**config.mk**
```make
export PLATFORM = sky130hd
export DESIGN_NAME = seg7_scan_decoder
export DESIGN_NICKNAME = d
export VERILOG_FILES = /design/src/rtl/seg7_pkg.sv /design/src/rtl/seg7_pattern_decode.sv /design/src/rtl/seg7_scan_decoder.sv
export SDC_FILE = /design/constraint.sdc
export NUM_CORES = 1
export LEC_CHECK = 0
export CORE_MARGIN = 2
export CORE_UTILIZATION = 55
export CTS_CLUSTER_DIAMETER = 150
export DETAILED_ROUTE_END_ITERATION = 10
export DONT_BUFFER_PORTS = 1
export PLACE_DENSITY = 0.84
export SLEW_MARGIN = 20
export SYNTH_ARGS = -nofsm -noshare
export SYNTH_HDL_FRONTEND = slang
export SYNTH_SLANG_ARGS = --single-unit
```
**constraint.sdc**
```tcl
create_clock -name clk -period 2.4 [get_ports clk]
set_input_delay 0.48 -clock clk [delete_from_list [all_inputs] [get_ports clk]]
set_output_delay 0.48 -clock clk [all_outputs]
set_load 0.005 [all_outputs]
```
**src/rtl/seg7_pkg.sv**
```systemverilog
// Shared constants and lookup for reading back an active-low 7-segment bus.
// Segment order is {a,b,c,d,e,f,g}, bit 6 = a.
package seg7_pkg;

  localparam logic [6:0] SEG_0     = 7'b0000001;
  localparam logic [6:0] SEG_1     = 7'b1001111;
  localparam logic [6:0] SEG_2     = 7'b0010010;
  localparam logic [6:0] SEG_3     = 7'b0000110;
  localparam logic [6:0] SEG_4     = 7'b1001100;
  localparam logic [6:0] SEG_5     = 7'b0100100;
  localparam logic [6:0] SEG_6     = 7'b1100000;
  localparam logic [6:0] SEG_7     = 7'b0001111;
  localparam logic [6:0] SEG_8     = 7'b0000000;
  localparam logic [6:0] SEG_9     = 7'b0001100;
  localparam logic [6:0] SEG_A     = 7'b1110010;
  localparam logic [6:0] SEG_B     = 7'b1100110;
  localparam logic [6:0] SEG_C     = 7'b1011100;
  localparam logic [6:0] SEG_D     = 7'b0110100;
  localparam logic [6:0] SEG_E     = 7'b1110000;
  localparam logic [6:0] SEG_F     = 7'b1111111;
  localparam logic [6:0] SEG_BLANK = 7'b1111111;

  typedef enum logic [1:0] {WAIT, SETTLE, HELD} state_t;

  // Returns {valid, value}; the all-off pattern decodes as F (and is also blank).
  function automatic logic [4:0] seg_to_hex(input logic [6:0] pattern);
    case (pattern)
      SEG_0:   return {1'b1, 4'h0};
      SEG_1:   return {1'b1, 4'h1};
      SEG_2:   return {1'b1, 4'h2};
      SEG_3:   return {1'b1, 4'h3};
      SEG_4:   return {1'b1, 4'h4};
      SEG_5:   return {1'b1, 4'h5};
      SEG_6:   return {1'b1, 4'h6};
      SEG_7:   return {1'b1, 4'h7};
      SEG_8:   return {1'b1, 4'h8};
      SEG_9:   return {1'b1, 4'h9};
      SEG_A:   return {1'b1, 4'hA};
      SEG_B:   return {1'b1, 4'hB};
      SEG_C:   return {1'b1, 4'hC};
      SEG_D:   return {1'b1, 4'hD};
      SEG_E:   return {1'b1, 4'hE};
      SEG_F:   return {1'b1, 4'hF};
      default: return 5'b0_0000;
    endcase
  endfunction

endpackage

```
**src/rtl/seg7_pattern_decode.sv**
```systemverilog
// Combinational segment-pattern to hex lookup; also reusable by checkers.
module seg7_pattern_decode
  import seg7_pkg::*;
(
  input  logic [6:0] pattern,
  output logic [3:0] value,
  output logic       valid
);

  logic [4:0] hex;

  assign hex   = seg_to_hex(pattern);
  assign valid = hex[4];
  assign value = hex[3:0];

endmodule

```
**src/rtl/seg7_scan_decoder.sv**
```systemverilog
// Monitors a multiplexed active-low 7-segment bus and recovers each digit once
// its anode/segment sample has been stable for STABLE_CNT synchronized cycles.
module seg7_scan_decoder
  import seg7_pkg::*;
#(
  parameter int NUM_DIGITS = 4,
  parameter int STABLE_CNT = 4
) (
  input  logic                    clk,
  input  logic                    reset_n,
  input  logic [NUM_DIGITS-1:0]   an,
  input  logic [6:0]              a_to_g,
  output logic [4*NUM_DIGITS-1:0] digits,
  output logic [NUM_DIGITS-1:0]   blank,
  output logic [NUM_DIGITS-1:0]   err,
  output logic                    frame_done
);

  localparam int SW = NUM_DIGITS + 7;
  localparam int CW = $clog2(STABLE_CNT + 1);
  localparam int IW = (NUM_DIGITS > 1) ? $clog2(NUM_DIGITS) : 1;
  localparam logic [CW-1:0]         CNT_ONE = CW'(1);
  localparam logic [CW-1:0]         CNT_MAX = CW'(STABLE_CNT);
  localparam logic [NUM_DIGITS-1:0] DIG_ONE = NUM_DIGITS'(1);

  logic [SW-1:0] sync_reg, s_reg, prev_reg;

  always_ff @(posedge clk or negedge reset_n) begin
    if (!reset_n) begin
      sync_reg <= '1;
      s_reg    <= '1;
      prev_reg <= '1;
    end else begin
      sync_reg <= {an, a_to_g};
      s_reg    <= sync_reg;
      prev_reg <= s_reg;
    end
  end

  logic [NUM_DIGITS-1:0] sel_low;
  logic [6:0]            s_seg;
  logic                  sel_valid;
  logic [IW-1:0]         sel_idx;

  assign sel_low   = ~s_reg[SW-1:7];
  assign s_seg     = s_reg[6:0];
  // Exactly one anode low: nonzero and a power of two.
  assign sel_valid = (sel_low != '0) && ((sel_low & (sel_low - DIG_ONE)) == '0);

  always_comb begin
    sel_idx = '0;
    for (int i = 0; i < NUM_DIGITS; i++) begin
      if (sel_low[i]) sel_idx = IW'(i);
    end
  end

  logic [3:0] dec_value;
  logic       dec_valid;

  seg7_pattern_decode u_decode (
    .pattern (s_seg),
    .value   (dec_value),
    .valid   (dec_valid)
  );

  state_t        state_reg, state_next;
  logic [CW-1:0] cnt_reg, cnt_next;
  logic          commit;

  always_ff @(posedge clk or negedge reset_n) begin
    if (!reset_n) begin
      state_reg <= WAIT;
      cnt_reg   <= '0;
    end else begin
      state_reg <= state_next;
      cnt_reg   <= cnt_next;
    end
  end

  always_comb begin
    state_next = state_reg;
    cnt_next   = cnt_reg;
    commit     = 1'b0;
    case (state_reg)
      WAIT: begin
        if (sel_valid) begin
          state_next = SETTLE;
          cnt_next   = CNT_ONE;
        end
      end
      SETTLE: begin
        if (!sel_valid) begin
          state_next = WAIT;
          cnt_next   = '0;
        end else if (s_reg != prev_reg) begin
          cnt_next = CNT_ONE;
        end else begin
          if (cnt_reg != CNT_MAX) cnt_next = cnt_reg + CNT_ONE;
          if (cnt_next == CNT_MAX) begin
            commit     = 1'b1;
            state_next = HELD;
          end
        end
      end
      HELD: begin
        // A steady sample stays here so each dwell commits only once.
        if (!sel_valid) begin
          state_next = WAIT;
          cnt_next   = '0;
        end else if (s_reg != prev_reg) begin
          state_next = SETTLE;
          cnt_next   = CNT_ONE;
        end
      end
      default: begin
        state_next = WAIT;
        cnt_next   = '0;
      end
    endcase
  end

  logic [4*NUM_DIGITS-1:0] digits_reg;
  logic [NUM_DIGITS-1:0]   blank_reg, err_reg, seen_reg, seen_or;
  logic                    frame_done_reg, frame_complete;

  assign seen_or        = seen_reg | (DIG_ONE << sel_idx);
  assign frame_complete = commit && (seen_or == '1);

  always_ff @(posedge clk or negedge reset_n) begin
    if (!reset_n) begin
      digits_reg     <= '0;
      blank_reg      <= '1;
      err_reg        <= '0;
      seen_reg       <= '0;
      frame_done_reg <= 1'b0;
    end else begin
      frame_done_reg <= frame_complete;
      if (commit) begin
        if (dec_valid) begin
          digits_reg[int'(sel_idx)*4 +: 4] <= dec_value;
          err_reg[sel_idx]                 <= 1'b0;
          blank_reg[sel_idx]               <= (s_seg == SEG_BLANK);
        end else begin
          err_reg[sel_idx] <= 1'b1;
        end
        seen_reg <= frame_complete ? '0 : seen_or;
      end
    end
  end

  assign digits     = digits_reg;
  assign blank      = blank_reg;
  assign err        = err_reg;
  assign frame_done = frame_done_reg;

endmodule

```
==> results.cfg <==
[status]
result_of_the_run = completed

[drt]
drtPass1Iterations = 5
postRouteAntennaNets = 0
detail_route.wl_per_cell_um = 17.3
drt_drc_violations_left = 0
violation_count_after_the_first_detailed_routing_iteration = 248
total_number_of_vias = 2160
drt-total-wl_um = 6190
vias_per_cell = 6.05

[die]
floorplan.die_area_sq_mm = 0.00611
initial_core_util = 0.560
core_area_sq_mm = 0.00541
die_height_um = 78.2
rows = 27
die_width_um = 78.2
ios = 38

[synth]
synth.ff_latch_count = 67
synth.lib_cells_used.distinct = 57
synthesis.instances = 261
count_of_flip_flops_with_a_built_in_enable_after_synthesis = 0
yosys_warnings = 0
synthTopCellsByArea = sky130_fd_sc_hd__dfstp_2 32%, sky130_fd_sc_hd__dfrtp_1 25%, sky130_fd_sc_hd__xnor2_1 3.5%
synth_top_area_frac = 0.321
synth_flop_cell = sky130_fd_sc_hd__dfstp_2
synthDominantAreaCellType = sky130_fd_sc_hd__dfstp_2
netlist_area_sq_mm = 0.00303
async_reset_ff_frac = 1.00
synth.avg_cell_area_sq_um = 11.6
syn_nets = 276
synth-seq-area-share = 0.569

[layout]
area_growth_pct = 14.5
drive_above_1_share = 0.319
antennaDiodeCount = 0
nFillCells = 412
largest_register_ffs = 16
num-nets-final = 295

[global_route]
grt_overflow = 0
grt_pass1_wl_um = 10000
first_global_vias = 2012
grt_start_max_net_pins = 68
grt_antenna_before_repair = 0
track_usage = 0.212

[sta]
fin_setup_tns_ps = 0
period_share = 0.970
rsz0062_at_grt = false
fmax_ghz = 0.430
hold-worst-slack_ps = 20.9
skew_ps = 3.67
report.final.slew_viol_count = 0
period_needed_ps = 2330
worst-slew-pin-transition_ps = 613
max_slew_margin = 0.590
setup_viol = 0
hold_viol_final = 0

[clock_network]
clk_transition_reported_paths_ps = 60
cts_buffers = 9
cts_tree = yes
number_of_clock_sinks = 67
cts_htree_levels = 3
cts-root-buf = sky130_fd_sc_hd__clkbuf_8
cts_max_path_buffers = 2
clkLatencyLatePin_ps = 330

[place]
post-dp-hpwl_um = 4080
placement.io_buffers = 0
finalWeightedCongestion = 0.871

[min_path]
worst_hold_path_type = in2async

[power_and_ir_drop]
areal_power_density_over_the_cells_mw_per_mm2 = 669
power_leakage_nw = 1.43
ir_worst_vdd_mv = 0.533

[job]
max_cap_violations = 0

[worst_setup_path]
worst-path-max-fanout = 6
worst_ep_required_time_ps = 2610
setup.worst_path.class = reg2reg
timing.critical_path.from_type = flip-flop
cp.arrival_ps = 2540
cp-end-kind = flip-flop
logic make-up (layout without fill, tap and decap cells):
family | Yosys count | count (layout) | synth area share
xor gates and xnor gates | 14 | 14 | 0.0405
adders and majority gates | 2 | 2 | 0.00827
and+or+nand+nor | 77 | 78 | 0.158
DFF | 67 | 67 | 0.569
buffers and inverters | 26 | 49 | 0.0397
AOI/OAI and AO/OA | 66 | 66 | 0.151
muxes | 9 | 9 | 0.0323
what timing repair did:
item | 4_1_cts | 5_1_grt
resized for setup | 0 | 8
endpoints found under the hold margin | 67 | 0
buffers inserted | 0 | 7
setup endpoints to repair | 0 | 23
hold buffers | 1 | 0
cell usage after synthesis (3+ instances only):
cell                        count
sky130_fd_sc_hd__mux2_1         4
sky130_fd_sc_hd__nand3_1        7
sky130_fd_sc_hd__o21ai_0        8
sky130_fd_sc_hd__a21oi_1       13
sky130_fd_sc_hd__and3_1         4
sky130_fd_sc_hd__nand4_1        4
sky130_fd_sc_hd__o21a_1         4
sky130_fd_sc_hd__nor3_4         3
sky130_fd_sc_hd__dfstp_2       37
sky130_fd_sc_hd__inv_1          9
sky130_fd_sc_hd__clkbuf_1       6
sky130_fd_sc_hd__nor2b_1        4
sky130_fd_sc_hd__nor3_1         3
sky130_fd_sc_hd__nand2b_1       4
sky130_fd_sc_hd__o31ai_1        4
sky130_fd_sc_hd__nand4b_1       3
sky130_fd_sc_hd__o22ai_1        3
sky130_fd_sc_hd__nand2_1       15
sky130_fd_sc_hd__o2bb2ai_1      4
sky130_fd_sc_hd__o21ai_1        9
sky130_fd_sc_hd__xnor2_1       12
sky130_fd_sc_hd__dfrtp_1       30
sky130_fd_sc_hd__nor2_1        14
sky130_fd_sc_hd__a31oi_1        3
sky130_fd_sc_hd__mux2i_1        3
sky130_fd_sc_hd__buf_2          9
critical path, stage by stage (launching register included):
cell	delay [ps]
sky130_fd_sc_hd__dfstp_2	560
sky130_fd_sc_hd__or4b_1	440
sky130_fd_sc_hd__a211o_1	320
sky130_fd_sc_hd__o2111a_4	210
sky130_fd_sc_hd__and2_4	180
sky130_fd_sc_hd__nor3_4	150
sky130_fd_sc_hd__mux2_1	340
through the flow:
step / total power, mW / setup WS, ps / util / cell area, sq um / instances
after floorplan: 1.36 / 68.2 / - / 3030 / 261
after global placement: 1.39 / 80.8 / 0.583 / 3150 / 332
after detailed placement: 1.40 / 52.4 / 0.583 / 3150 / 332
after CTS: 2.34 / 17.1 / 0.622 / 3360 / 349
after global routing: 2.42 / 6.90 / 0.641 / 3460 / 357
final: 2.32 / 72.5 / 0.641 / 3460 / 357
layout by cell type (no fill, tap or decap), types with 5 or more instances in the layout:
cell	Yosys	routed
sky130_fd_sc_hd__nand3_1	7	5
sky130_fd_sc_hd__nor2_1	14	14
sky130_fd_sc_hd__a21oi_1	13	13
sky130_fd_sc_hd__clkbuf_8	0	10
sky130_fd_sc_hd__nand2_1	15	15
sky130_fd_sc_hd__buf_4	1	22
sky130_fd_sc_hd__dfstp_2	37	36
sky130_fd_sc_hd__xnor2_1	12	12
sky130_fd_sc_hd__o21ai_0	8	8
sky130_fd_sc_hd__inv_1	9	9
sky130_fd_sc_hd__o21ai_1	9	9
sky130_fd_sc_hd__dfrtp_1	30	29
final cells by class:
| class | count | area (sq um) | share of cell area |
|---|---|---|---|
| clock inverter | 2 | 35.0 | 0.0101 |
| clock buffer | 14 | 153 | 0.0441 |
| multi-input combinational | 169 | 1230 | 0.354 |
| timing repair buffer | 24 | 198 | 0.0571 |
| tap | 72 | 90.1 | 0.0260 |
| sequential | 67 | 1730 | 0.499 |
| inverter | 9 | 33.8 | 0.00975 |
where the power goes:
part           total, mW  internal (mW)  switching (mW)  leakage [nW]
clock              0.889          0.509           0.380        0.0947
sequential          1.23           1.19          0.0380         0.804
combinational      0.202         0.0813           0.121         0.530
path summary, 6_finish.rpt:
kind / start / end / slack, ps / cells after the start
max: s_reg[3] / digits[0] / 70 / 6
min: reset_n / digits[11] / 20 / 1
max reg2reg: s_reg[3] / digits[0] / 70 / 6
min reg2reg: sync_reg[1] / s_reg[1] / 360 / 0
max in group asynchronous: reset_n / s_reg[4] / 2070 / 1
min in group clk: a_to_g[3] / sync_reg[3] / 140 / 0
metal layers:
layer / part of all wire / global-route usage / vias up
met5: 0 / 0 / -
met4: 0.018 / 0.0895 / 0
met3: 0.076 / 0.0644 / 14
met2: 0.48 / 0.315 / 107
met1: 0.42 / 0.292 / 1060
li1: - / - / 979
(Power assumes the default switching activity.)
